--- src/rtl/piso_serializer.sv ---
// -----------------------------------------------------------------------------
// piso_serializer
//   Parallel-in, serial-out shifter. A word offered on the load handshake is
//   captured in IDLE, then presented one bit at a time on data_out; each rising
//   edge with ena=1 consumes the current bit. done pulses for one cycle after
//   the final bit has been consumed.
//
// Parameters
//   N          word width in bits (>= 2)
//   MSB_FIRST  1: load_data[N-1] goes out first; 0: load_data[0] goes out first
//
// Ports
//   clk         rising-edge clock
//   rst         asynchronous, active-high reset
//   ena         bit strobe; consumes the current bit while out_valid=1
//   load_valid  load_data is offered
//   load_data   word to serialize
//   load_ready  a word can be accepted this cycle (IDLE and not in reset)
//   data_out    current serial bit (0 when no live bit)
//   out_valid   data_out carries a live bit
//   busy        word in flight (state != IDLE)
//   done        one-cycle pulse after the final bit is consumed
//
// Optional feature (compile-time macro PISO_PARITY_EN)
//   When defined, the even parity of the loaded word is appended as an extra
//   serial bit through a PARITY state, so a word takes N+1 enabled edges.
// -----------------------------------------------------------------------------
module piso_serializer #(
  parameter int N         = 8,
  parameter int MSB_FIRST = 1
) (
  input  logic         clk,
  input  logic         rst,
  input  logic         ena,
  input  logic         load_valid,
  input  logic [N-1:0] load_data,
  output logic         load_ready,
  output logic         data_out,
  output logic         out_valid,
  output logic         busy,
  output logic         done
);

  localparam int CW = $clog2(N);
  localparam logic [CW-1:0] LAST = CW'(N - 1);

`ifdef PISO_PARITY_EN
  typedef enum logic [1:0] {
    IDLE   = 2'd0,
    SHIFT  = 2'd1,
    PARITY = 2'd2
  } state_t;
`else
  typedef enum logic {
    IDLE  = 1'b0,
    SHIFT = 1'b1
  } state_t;
`endif

  state_t        state;
  state_t        state_nxt;
  logic [N-1:0]  sreg;
  logic [N-1:0]  sreg_shifted;
  logic [CW-1:0] count;
  logic          head_bit;
  logic          load_en;
  logic          shift_en;
  logic          finish;

`ifdef PISO_PARITY_EN
  logic          parity;
`endif

  // The bit on the wire always sits at the output end of the register; shifting
  // moves the next bit into that position and zero-fills the far end.
  assign head_bit     = (MSB_FIRST != 0) ? sreg[N-1] : sreg[0];
  assign sreg_shifted = (MSB_FIRST != 0) ? {sreg[N-2:0], 1'b0} : {1'b0, sreg[N-1:1]};

  assign busy = (state != IDLE);

  always_ff @(posedge clk or posedge rst) begin
    if (rst) begin
      state <= IDLE;
    end else begin
      state <= state_nxt;
    end
  end

  always_comb begin
    state_nxt  = state;
    load_ready = 1'b0;
    out_valid  = 1'b0;
    data_out   = 1'b0;
    load_en    = 1'b0;
    shift_en   = 1'b0;
    finish     = 1'b0;
    case (state)
      IDLE: begin
        // Ready is masked while reset is held so nothing upstream sees a
        // handshake that the register cannot honour.
        load_ready = ~rst;
        if (load_valid) begin
          load_en   = 1'b1;
          state_nxt = SHIFT;
        end
      end
      SHIFT: begin
        out_valid = 1'b1;
        data_out  = head_bit;
        if (ena) begin
          shift_en = 1'b1;
          if (count == LAST) begin
`ifdef PISO_PARITY_EN
            state_nxt = PARITY;
`else
            state_nxt = IDLE;
            finish    = 1'b1;
`endif
          end
        end
      end
`ifdef PISO_PARITY_EN
      PARITY: begin
        out_valid = 1'b1;
        data_out  = parity;
        if (ena) begin
          state_nxt = IDLE;
          finish    = 1'b1;
        end
      end
`endif
      default: begin
        state_nxt = IDLE;
      end
    endcase
  end

  always_ff @(posedge clk or posedge rst) begin
    if (rst) begin
      sreg   <= '0;
      count  <= '0;
      done   <= 1'b0;
`ifdef PISO_PARITY_EN
      parity <= 1'b0;
`endif
    end else begin
      done <= finish;
      if (load_en) begin
        sreg   <= load_data;
        count  <= '0;
`ifdef PISO_PARITY_EN
        parity <= ^load_data;
`endif
      end else if (shift_en) begin
        sreg <= sreg_shifted;
        // Saturate at the last index so the counter never wraps inside a word.
        if (count != LAST) begin
          count <= count + CW'(1);
        end
      end
    end
  end

endmodule

--- config.mk ---
export PLATFORM = sky130hd
export DESIGN_NAME = piso_serializer
export DESIGN_NICKNAME = d
export VERILOG_FILES = /design/src/rtl/piso_serializer.sv
export SDC_FILE = /design/constraint.sdc
export NUM_CORES = 1
export LEC_CHECK = 0
export ABC_AREA = 1
export BUFFER_PORTS_ARGS = -buffer_cell sky130_fd_sc_hd__buf_2
export CORE_MARGIN = 5
export CORE_UTILIZATION = 45
export DETAILED_ROUTE_END_ITERATION = 10
export PLACE_DENSITY = 0.7
export SLEW_MARGIN = 15
export SYNTH_ARGS = -nofsm -noshare
export SYNTH_HDL_FRONTEND = slang
export SYNTH_SLANG_ARGS = --single-unit
export TNS_END_PERCENT = 30
--- constraint.sdc ---
create_clock -name clk -period 1.17 [get_ports clk]
set_clock_uncertainty 0.15 [all_clocks]
set_input_delay 0.234 -clock clk [delete_from_list [all_inputs] [get_ports clk]]
set_output_delay 0.234 -clock clk [all_outputs]
set_load 0.03 [all_outputs]
==> impl_metrics.env, run 1 <==
export IMPL_status="finished, violations left"
export IMPL_violations="negative setup slack"
export IMPL_core_area_um2=1506
export IMPL_htree_levels=1
export IMPL_timing_fmax_mhz=734.7
export IMPL_leakagePower_nw=0.5630
export IMPL_routedWlPerCell_um=10.90
export IMPL_irDropWorstVdd_mv=1.132
export IMPL_viasPerCell=4.476
export IMPL_grt_pass1_vias=632
export IMPL_grt_ovfl_total=0
export IMPL_syn_area_um2=706.9
export IMPL_post_route_period_util_pct=116.3
export IMPL_ys_seq_area_share_pct=46.02
export IMPL_crit_path_end_kind="flop"
export IMPL_worstMarginPinSlew_ns=0.2665
export IMPL_fin_cells=145
export IMPL_io_pins=17
export IMPL_postSynthAreaPerCell_um2=7.214
export IMPL_die_area_um2=2464
export IMPL_layout_min_cycle_time_ns=1.361
export IMPL_vias=649
export IMPL_yosysUniqueCellTypes=13
export IMPL_numClockSinks=13
export IMPL_grt_pass1_wl_um=2746
export IMPL_antenna_found_initial=0
export IMPL_criticalPathCategory="reg -> reg"
export IMPL_gp_congestion=0.7370
export IMPL_total_power_w=0.002332
export IMPL_grt_setup_unrepaired="true"
export IMPL_wirelength_um=1580
export IMPL_p_per_area_nw_per_um2=2362
export IMPL_dp_hpwl_um=1030
export IMPL_cts_root_buf="clkbuf_4"
export IMPL_cts_buffers=3
export IMPL_synth_seq_cells=13
export IMPL_timing_final_hold_violations=0
export IMPL_crit_arrival_ns=1.42
export IMPL_ant_nets=0
export IMPL_grt_met1_usage_pct=18.57
export IMPL_fp_dieH_um=49.64
export IMPL_tritoncts="yes"
export IMPL_setup_viol=17
export IMPL_firstDrtPassIters=4
export IMPL_clock_path_buffers=2
export IMPL_worstSkewPairLatency_ns=0.27
export IMPL_grt_use_met2_pct=23.52
export IMPL_final_util_pct=65.53
export IMPL_io_buffer_count=16
export IMPL_drc=0
export IMPL_layout_common_cells="nand2_1 (35), inv_1 (19), buf_2 (13)"
export IMPL_rows=14
export IMPL_setup_ws_ns=-0.1911
export IMPL_start_kind="flop"
export IMPL_first_iter_violations=6
export IMPL_hold_slack_ns=0.01653
export IMPL_grt_busiest_layer="met2"
export IMPL_grt_util_all_layers_pct=14.37
export IMPL_final_nets=144
export IMPL_synthesis_nets=112
export IMPL_start_util_pct=46.93
export IMPL_syn_inst=98
export IMPL_dp_cells=135
export IMPL_cp_max_fo=6
export IMPL_hold_class="in -> reg"
export IMPL_yosys_warnings=0
export IMPL_drive_gt1_share_pct=37.98
export IMPL_grt_max_degree=11
export IMPL_diodes=0
export IMPL_die_w_um=49.64
export IMPL_layout_commonest_cell="nand2_1"
export IMPL_crit_required_ns=1.23
export IMPL_maxCapViolCount=0
export IMPL_relSlewSlack_pct=82.22
export IMPL_gr_usage_met3_pct=3.614
export IMPL_slew_viol_final=0
export IMPL_syn2layout_area_growth_pct=39.65
export IMPL_clk_pin_slew_ns=0.08
==> cells in the mapped netlist <==
cell	instances	area (um2)
a21oi_1	1	5.000
buf_4	1	7.510
dfrtp_1	13	325.3
ha_1	2	25.02
inv_1	21	78.83
inv_2	2	7.510
nand2_1	38	142.6
nand2_2	1	6.260
nand2_4	1	11.26
nand3_2	1	10.01
nor2_1	8	30.03
nor2_4	2	22.52
o21ai_1	7	35.03
==> state kept, by name (all words and copies together), names as in the netlist <==
name / count
done: 1
busy: 1
sreg: 8
count: 3
==> cell families (layout without fill, tap and decap cells) <==
kind of cell	Yosys count	after routing	share of synthesized area (%)
flops	13	13	46.02
simple gates	51	51	31.51
buf+inv	24	55	13.28
fa+ha+maj	2	2	3.539
compound gates	8	8	5.663
==> stage by stage <==
stage          TNS [ns]  worst slack [ns]  cell area [um2]
6_report         -2.551           -0.1911            987.2
5_1_grt          -3.783           -0.2871            987.2
4_1_cts          -1.995           -0.1716            950.9
3_5_place_dp    -0.8603           -0.1559            860.8
3_3_place_gp    -0.6565           -0.1182            860.8
2_1_floorplan   -0.5693          -0.09299            723.2
==> worst paths after layout <==
kind                       slack [ns]        to  cells past startpoint         start
max                             -0.19  count[1]                      7      count[0]
min                              0.02   sreg[0]                      3  load_data[0]
max in group asynchronous        0.19   sreg[2]                      4           rst
min in group asynchronous        0.32      done                      3           rst
max reg2reg                     -0.19  count[1]                      7      count[0]
min reg2reg                      0.34   sreg[1]                      2       sreg[1]
==> routing by layer <==
metal / up-vias / wire [um]
li1: 347 / -
met1: 287 / 692
met2: 13 / 779
met3: 2 / 98
met4: 0 / 10
met5: - / 0
==> worst max-delay path: stages, from the launching register on <==
cell     delay (ns)
dfrtp_1        0.40
ha_2           0.20
ha_4           0.17
inv_4          0.06
nand3_4        0.10
nand2_2        0.10
nand2_2        0.05
nor2_2         0.09
==> cell type report <==
type                       count  area, um2
fill                         136      519.2
tap                           16      20.02
clock buffer                   4      26.28
multi-input combinational     61      334.1
inverter                      23      88.84
timing repair buffer          28      191.4
sequential                    13      326.6
==> what timing repair did <==
action	CTS	global route
setup buffers	3	2
setup endpoints to repair	17	18
hold endpoints to repair	5	0
pin swaps	7	7
hold buffers	1	0
resized for setup	8	7
==> report_power, final <==
group	switching, W	leakage, nW	total [W]	internal, W
registers	0.000137	0.160	0.000782	0.000645
logic	0.000712	0.388	0.00128	0.000564
clock network	0.000143	0.0150	0.000275	0.000132
Note: power is estimated with default switching activity, not from simulation.
==> run 2: changes to the inputs <==
HOLD_SLACK_MARGIN = 0.03   (was default)
==> run 2 against run 1 <==
  * The flow still finishes with violations (negative setup slack)
  * Via count up 1.4%
  * Die area is the same
  * Critical path depth is the same
  * Final area increased by 1.0%
  * Core utilization rose by 0.66 points
  * Final cell count increased by 0.69%
  * Power is 0.54% higher
==> impl_metrics.env, run 2 (same netlist as run 1, synthesis figures left out) <==
export IMPL_setup_viol=17
export IMPL_start_kind="flop"
export IMPL_regMostFlops="sreg"
export IMPL_irDropWorstVdd_mv=1.097
export IMPL_violations="negative setup slack"
export IMPL_layout_min_cycle_time_ns=1.358
export IMPL_placed_area_um2=860.8
export IMPL_place_ws_ns=-0.1559
export IMPL_clk_pin_slew_ns=0.09
export IMPL_wirelength_um=1595
export IMPL_numClockSinks=13
export IMPL_maxCapViolCount=0
export IMPL_layout_common_cells="nand2_1 (35), inv_1 (19), buf_2 (13)"
export IMPL_slew_viol_final=0
export IMPL_criticalPathCategory="reg -> reg"
export IMPL_grt_pass1_vias=638
export IMPL_start_util_pct=46.93
export IMPL_first_iter_violations=9
export IMPL_hold_class="in -> reg"
export IMPL_setup_ws_ns=-0.1878
export IMPL_grt_pass1_wl_um=2780
export IMPL_ant_nets=0
export IMPL_dp_hpwl_um=1030
export IMPL_viasPerCell=4.507
export IMPL_io_buffer_count=16
export IMPL_drive_gt1_share_pct=37.69
export IMPL_nFillCells=132
export IMPL_htree_levels=1
export IMPL_vias=658
export IMPL_cts_root_buf="clkbuf_4"
export IMPL_crit_required_ns=1.23
export IMPL_layout_commonest_cell="nand2_1"
export IMPL_cp_max_fo=6
export IMPL_timing_final_hold_violations=0
export IMPL_final_nets=145
export IMPL_seqCellArea_um2=326.6
export IMPL_finalInstanceArea_um2=997.2
export IMPL_status="finished, violations left"
export IMPL_crit_arrival_ns=1.42
export IMPL_grt_max_degree=11
export IMPL_die_area_um2=2464
export IMPL_post_route_period_util_pct=116.1
export IMPL_p_per_area_nw_per_um2=2351
export IMPL_setup_tns_final_ns=-2.541
export IMPL_crit_path_end_kind="flop"
export IMPL_tritoncts="yes"
export IMPL_io_pins=17
export IMPL_firstDrtPassIters=4
export IMPL_grt_setup_unrepaired="true"
export IMPL_largest_register_ff_count=8
export IMPL_clock_path_buffers=2
export IMPL_grt_util_all_layers_pct=14.55
export IMPL_die_w_um=49.64
export IMPL_multiInputGateArea_um2=334.1
export IMPL_diodes=0
export IMPL_leakagePower_nw=0.5672
export IMPL_antenna_found_initial=0
export IMPL_reg_top3="sreg x8, count x3"
export IMPL_drc=0
export IMPL_worstSkewPairLatency_ns=0.27
export IMPL_relSlewSlack_pct=81.77
export IMPL_cts_buffers=3
export IMPL_fp_dieH_um=49.64
export IMPL_worstMarginPinSlew_ns=0.2731
export IMPL_syn2layout_area_growth_pct=41.06
export IMPL_grt_ovfl_total=0
export IMPL_timing_fmax_mhz=736.5
export IMPL_core_area_um2=1506
export IMPL_routedWlPerCell_um=10.92
export IMPL_rows=14
export IMPL_gp_congestion=0.7370
==> run 2: final cells by class <==
cell class	instances	share of cell area, %
flip-flops and latches	13	32.75
repair buffers	29	20.20
multi-input cells	61	33.50
inverters	23	8.908
clock buffers	4	2.635
well taps	16	2.008
==> run 2: timing repair <==
action,4_1_cts,5_1_grt
buffers inserted,3,2
resized for setup,8,7
pin swaps,7,7
endpoints found under the setup margin,17,18
hold buffers,2,0
endpoints found under the hold margin,14,0
==> run 2: where the power goes <==
group / switching (W) / total [W] / internal (W)
Combinational: 0.000716 / 0.00128 / 0.000568
Clock: 0.000146 / 0.000278 / 0.000132
Sequential: 0.000138 / 0.000783 / 0.000644
==> run 2: per-stage QoR <==
stage | hold WS, ns | utilization (%) | std cells | total power [W]
after floorplan | -0.03911 | - | 98 | 0.001498
after global placement | 0.03415 | 57.14 | 135 | 0.001723
after detailed placement | 0.04184 | 57.14 | 135 | 0.001760
after CTS | 0.09491 | 63.79 | 144 | 0.002202
after global routing | 0.1075 | 66.20 | 146 | 0.002570
final | 0.09376 | 66.20 | 146 | 0.002344
==> run 2: routing by layer <==
metal / track usage (%) / wire (um)
met5: 0 / 0
met4: 3.930 / 9
met3: 3.614 / 105
met2: 23.94 / 785
met1: 18.76 / 694
==> run 2: worst max-delay path: stages, from the launching register on <==
cell and delay (ns):
dfrtp_1 0.40, ha_2 0.20, ha_4 0.17, inv_4 0.06, nand3_4 0.09, nand2_2 0.09
nand2_2 0.05, nor2_2 0.09
==> run 2: worst paths after layout <==
path / startpoint / endpoint / slack (ns) / depth (start not counted)
worst max-delay path: count[0] / count[1] / -0.19 / 7
worst min-delay path: load_data[4] / sreg[4] / 0.09 / 5
worst max register to register: count[0] / count[1] / -0.19 / 7
worst min register to register: sreg[1] / sreg[1] / 0.34 / 2
max in group asynchronous: rst / sreg[2] / 0.18 / 4
min in group asynchronous: rst / done / 0.32 / 3
==> run 3: changes to the inputs <==
SETUP_SLACK_MARGIN = 0.3   (was default)
==> run 3 against run 2 <==
  * The flow finishes with violations (negative hold slack, negative setup slack)
  * Maximum frequency is 2.8% lower
  * Power is 1.6% higher
  * Register-to-register slack worse by 0.04 ns
  * Routed wire length is 3.4% lower
  * Die area stayed put
  * Clock power is 3% higher
  * Sequential cell count stayed put
  * Sequential power hardly changed
  * Hold slack worse by 0.36 ns
  * Largest cell class unchanged
  * Highest routed layer unchanged
==> impl_metrics.env, run 3 (same netlist as run 1, synthesis figures left out) <==
export IMPL_status="finished, violations left"
export IMPL_violations="negative hold slack, negative setup slack"
export IMPL_placed_area_um2=865.8
export IMPL_reg_top3="sreg x8, count x3"
export IMPL_p_comb_share_pct=55.1
export IMPL_timing_fmax_mhz=715.8
export IMPL_p_int_w=0.001362
export IMPL_dp_hpwl_um=1020
export IMPL_fin_cells=142
export IMPL_grt_pass1_wl_um=2684
export IMPL_place_ws_ns=-0.1506
export IMPL_p_per_area_nw_per_um2=2407
export IMPL_layout_min_cycle_time_ns=1.397
export IMPL_drc=0
export IMPL_layout_common_cells="nand2_1 (33), inv_1 (19), dfrtp_1 (12), buf_2 (12)"
export IMPL_nFillCells=134
export IMPL_viasPerCell=4.535
export IMPL_grt_setup_unrepaired="true"
export IMPL_clockPowerShare_pct=12.0
export IMPL_start_kind="flop"
export IMPL_io_buffer_count=16
export IMPL_htree_levels=1
export IMPL_grt_ovfl_total=0
export IMPL_crit_path_end_kind="flop"
export IMPL_worstMarginPinSlew_ns=0.2622
export IMPL_grt_pass1_vias=631
export IMPL_cp_max_fo=6
export IMPL_seq_power_share_pct=32.9
export IMPL_multiInputGateArea_um2=339.1
export IMPL_grt_util_all_layers_pct=14.21
export IMPL_fp_dieH_um=49.64
export IMPL_rows=14
export IMPL_setup_viol=18
export IMPL_crit_arrival_ns=1.47
export IMPL_timing_final_hold_violations=13
export IMPL_worstSkewPairLatency_ns=0.28
export IMPL_setup_tns_final_ns=-2.262
export IMPL_hold_class="in -> async"
export IMPL_clock_path_buffers=2
export IMPL_hold_slack_ns=-0.2702
export IMPL_cts_root_buf="clkbuf_4"
export IMPL_tritoncts="yes"
export IMPL_core_area_um2=1506
export IMPL_finalInstanceArea_um2=989.7
export IMPL_dp_cells=134
export IMPL_vias=644
export IMPL_setup_ws_ns=-0.2270
export IMPL_slew_viol_final=0
export IMPL_final_nets=141
export IMPL_sw_frac_of_total_pct=42.83
export IMPL_irDropWorstVdd_mv=0.9650
export IMPL_leakagePower_nw=0.5596
export IMPL_maxCapViolCount=0
export IMPL_crit_required_ns=1.24
export IMPL_io_pins=17
export IMPL_clk_pin_slew_ns=0.08
export IMPL_switchingPower_w=0.001020
export IMPL_numClockSinks=13
export IMPL_die_area_um2=2464
export IMPL_post_route_period_util_pct=119.4
export IMPL_ant_nets=0
export IMPL_gp_congestion=0.7222
export IMPL_relSlewSlack_pct=82.50
export IMPL_diodes=0
export IMPL_die_w_um=49.64
export IMPL_criticalPathCategory="reg -> reg"
export IMPL_firstDrtPassIters=4
export IMPL_layout_commonest_cell="nand2_1"
export IMPL_seqCellArea_um2=326.6
export IMPL_routedWlPerCell_um=10.85
export IMPL_first_iter_violations=11
export IMPL_syn2layout_area_growth_pct=40.00
export IMPL_regMostFlops="sreg"
export IMPL_start_util_pct=46.93
export IMPL_cts_buffers=3
export IMPL_drive_gt1_share_pct=38.89
export IMPL_largest_register_ff_count=8
export IMPL_antenna_found_initial=0
export IMPL_wirelength_um=1541
export IMPL_grt_max_degree=11
run 3: cell types whose count changed in the layout (fill, tap and decap cells not counted):
| cell | previous run | this run |
|---|---|---|
| buf_2 | 13 | 12 |
| nand2_1 | 35 | 33 |
| buf_12 | 0 | 1 |
| dlygate4sd3_1 | 2 | 0 |
| buf_6 | 3 | 5 |
| buf_4 | 11 | 7 |
| nand2_2 | 4 | 6 |
run 3: per-layer routing:
metal  global-route usage, %  share of wire (%)  vias to the layer above
li1                        -                  -                      339
met4                   8.297                2.1                        0
met5                       0                  0                        -
met3                   3.313                6.6                        5
met2                   22.67                 50                       18
met1                   17.17                 41                      282
run 3: layout make-up:
type                       instances  share of cell area [%]
multi-input combinational         61                   34.26
inverter                          23                   8.976
timing repair buffer              25                   19.09
tap                               16                   2.023
sequential                        13                   33.00
clock buffer                       4                   2.655
run 3: worst paths after layout:
check / start / end / slack (ns) / cells after the start
min in group clk: load_data[0] / sreg[0] / 0.01 / 3
max reg2reg: count[0] / count[0] / -0.23 / 7
max: count[0] / count[0] / -0.23 / 7
max in group asynchronous: rst / sreg[1] / 0.78 / 3
min reg2reg: sreg[6] / sreg[6] / 0.34 / 2
min: rst / count[2] / -0.27 / 2
run 3: power groups by stage:
stage | clock [W] | sequential, W | combinational (W)
floorplan | 0 | 0.000816 | 0.000683
detailed placement | 0 | 0.000794 | 0.000973
global route | 0.000309 | 0.000817 | 0.00148
finish | 0.000285 | 0.000784 | 0.00131
global placement | 0 | 0.000781 | 0.000953
CTS | 0.000280 | 0.000771 | 0.00122
run 3: stage by stage:
step / utilization (%) / power [W]
after floorplan: - / 0.001498
after global routing: 65.70 / 0.002602
after detailed placement: 57.48 / 0.001767
final: 65.70 / 0.002383
after global placement: 57.48 / 0.001734
after CTS: 63.87 / 0.002272
run 3: worst max-delay path, stage by stage (launching register included):
cell and delay [ns]:
dfrtp_1 0.40, ha_2 0.20, ha_4 0.16, inv_4 0.06, nand3_4 0.10, nand2_2 0.10, nand2_2 0.07, nor2_2 0.10
run 3: timing repair:
action,in CTS,in global routing
hold endpoints to repair,14,13
setup buffers,3,1
pin swaps,7,8
gates resized for setup,13,7
setup endpoints to repair,18,18
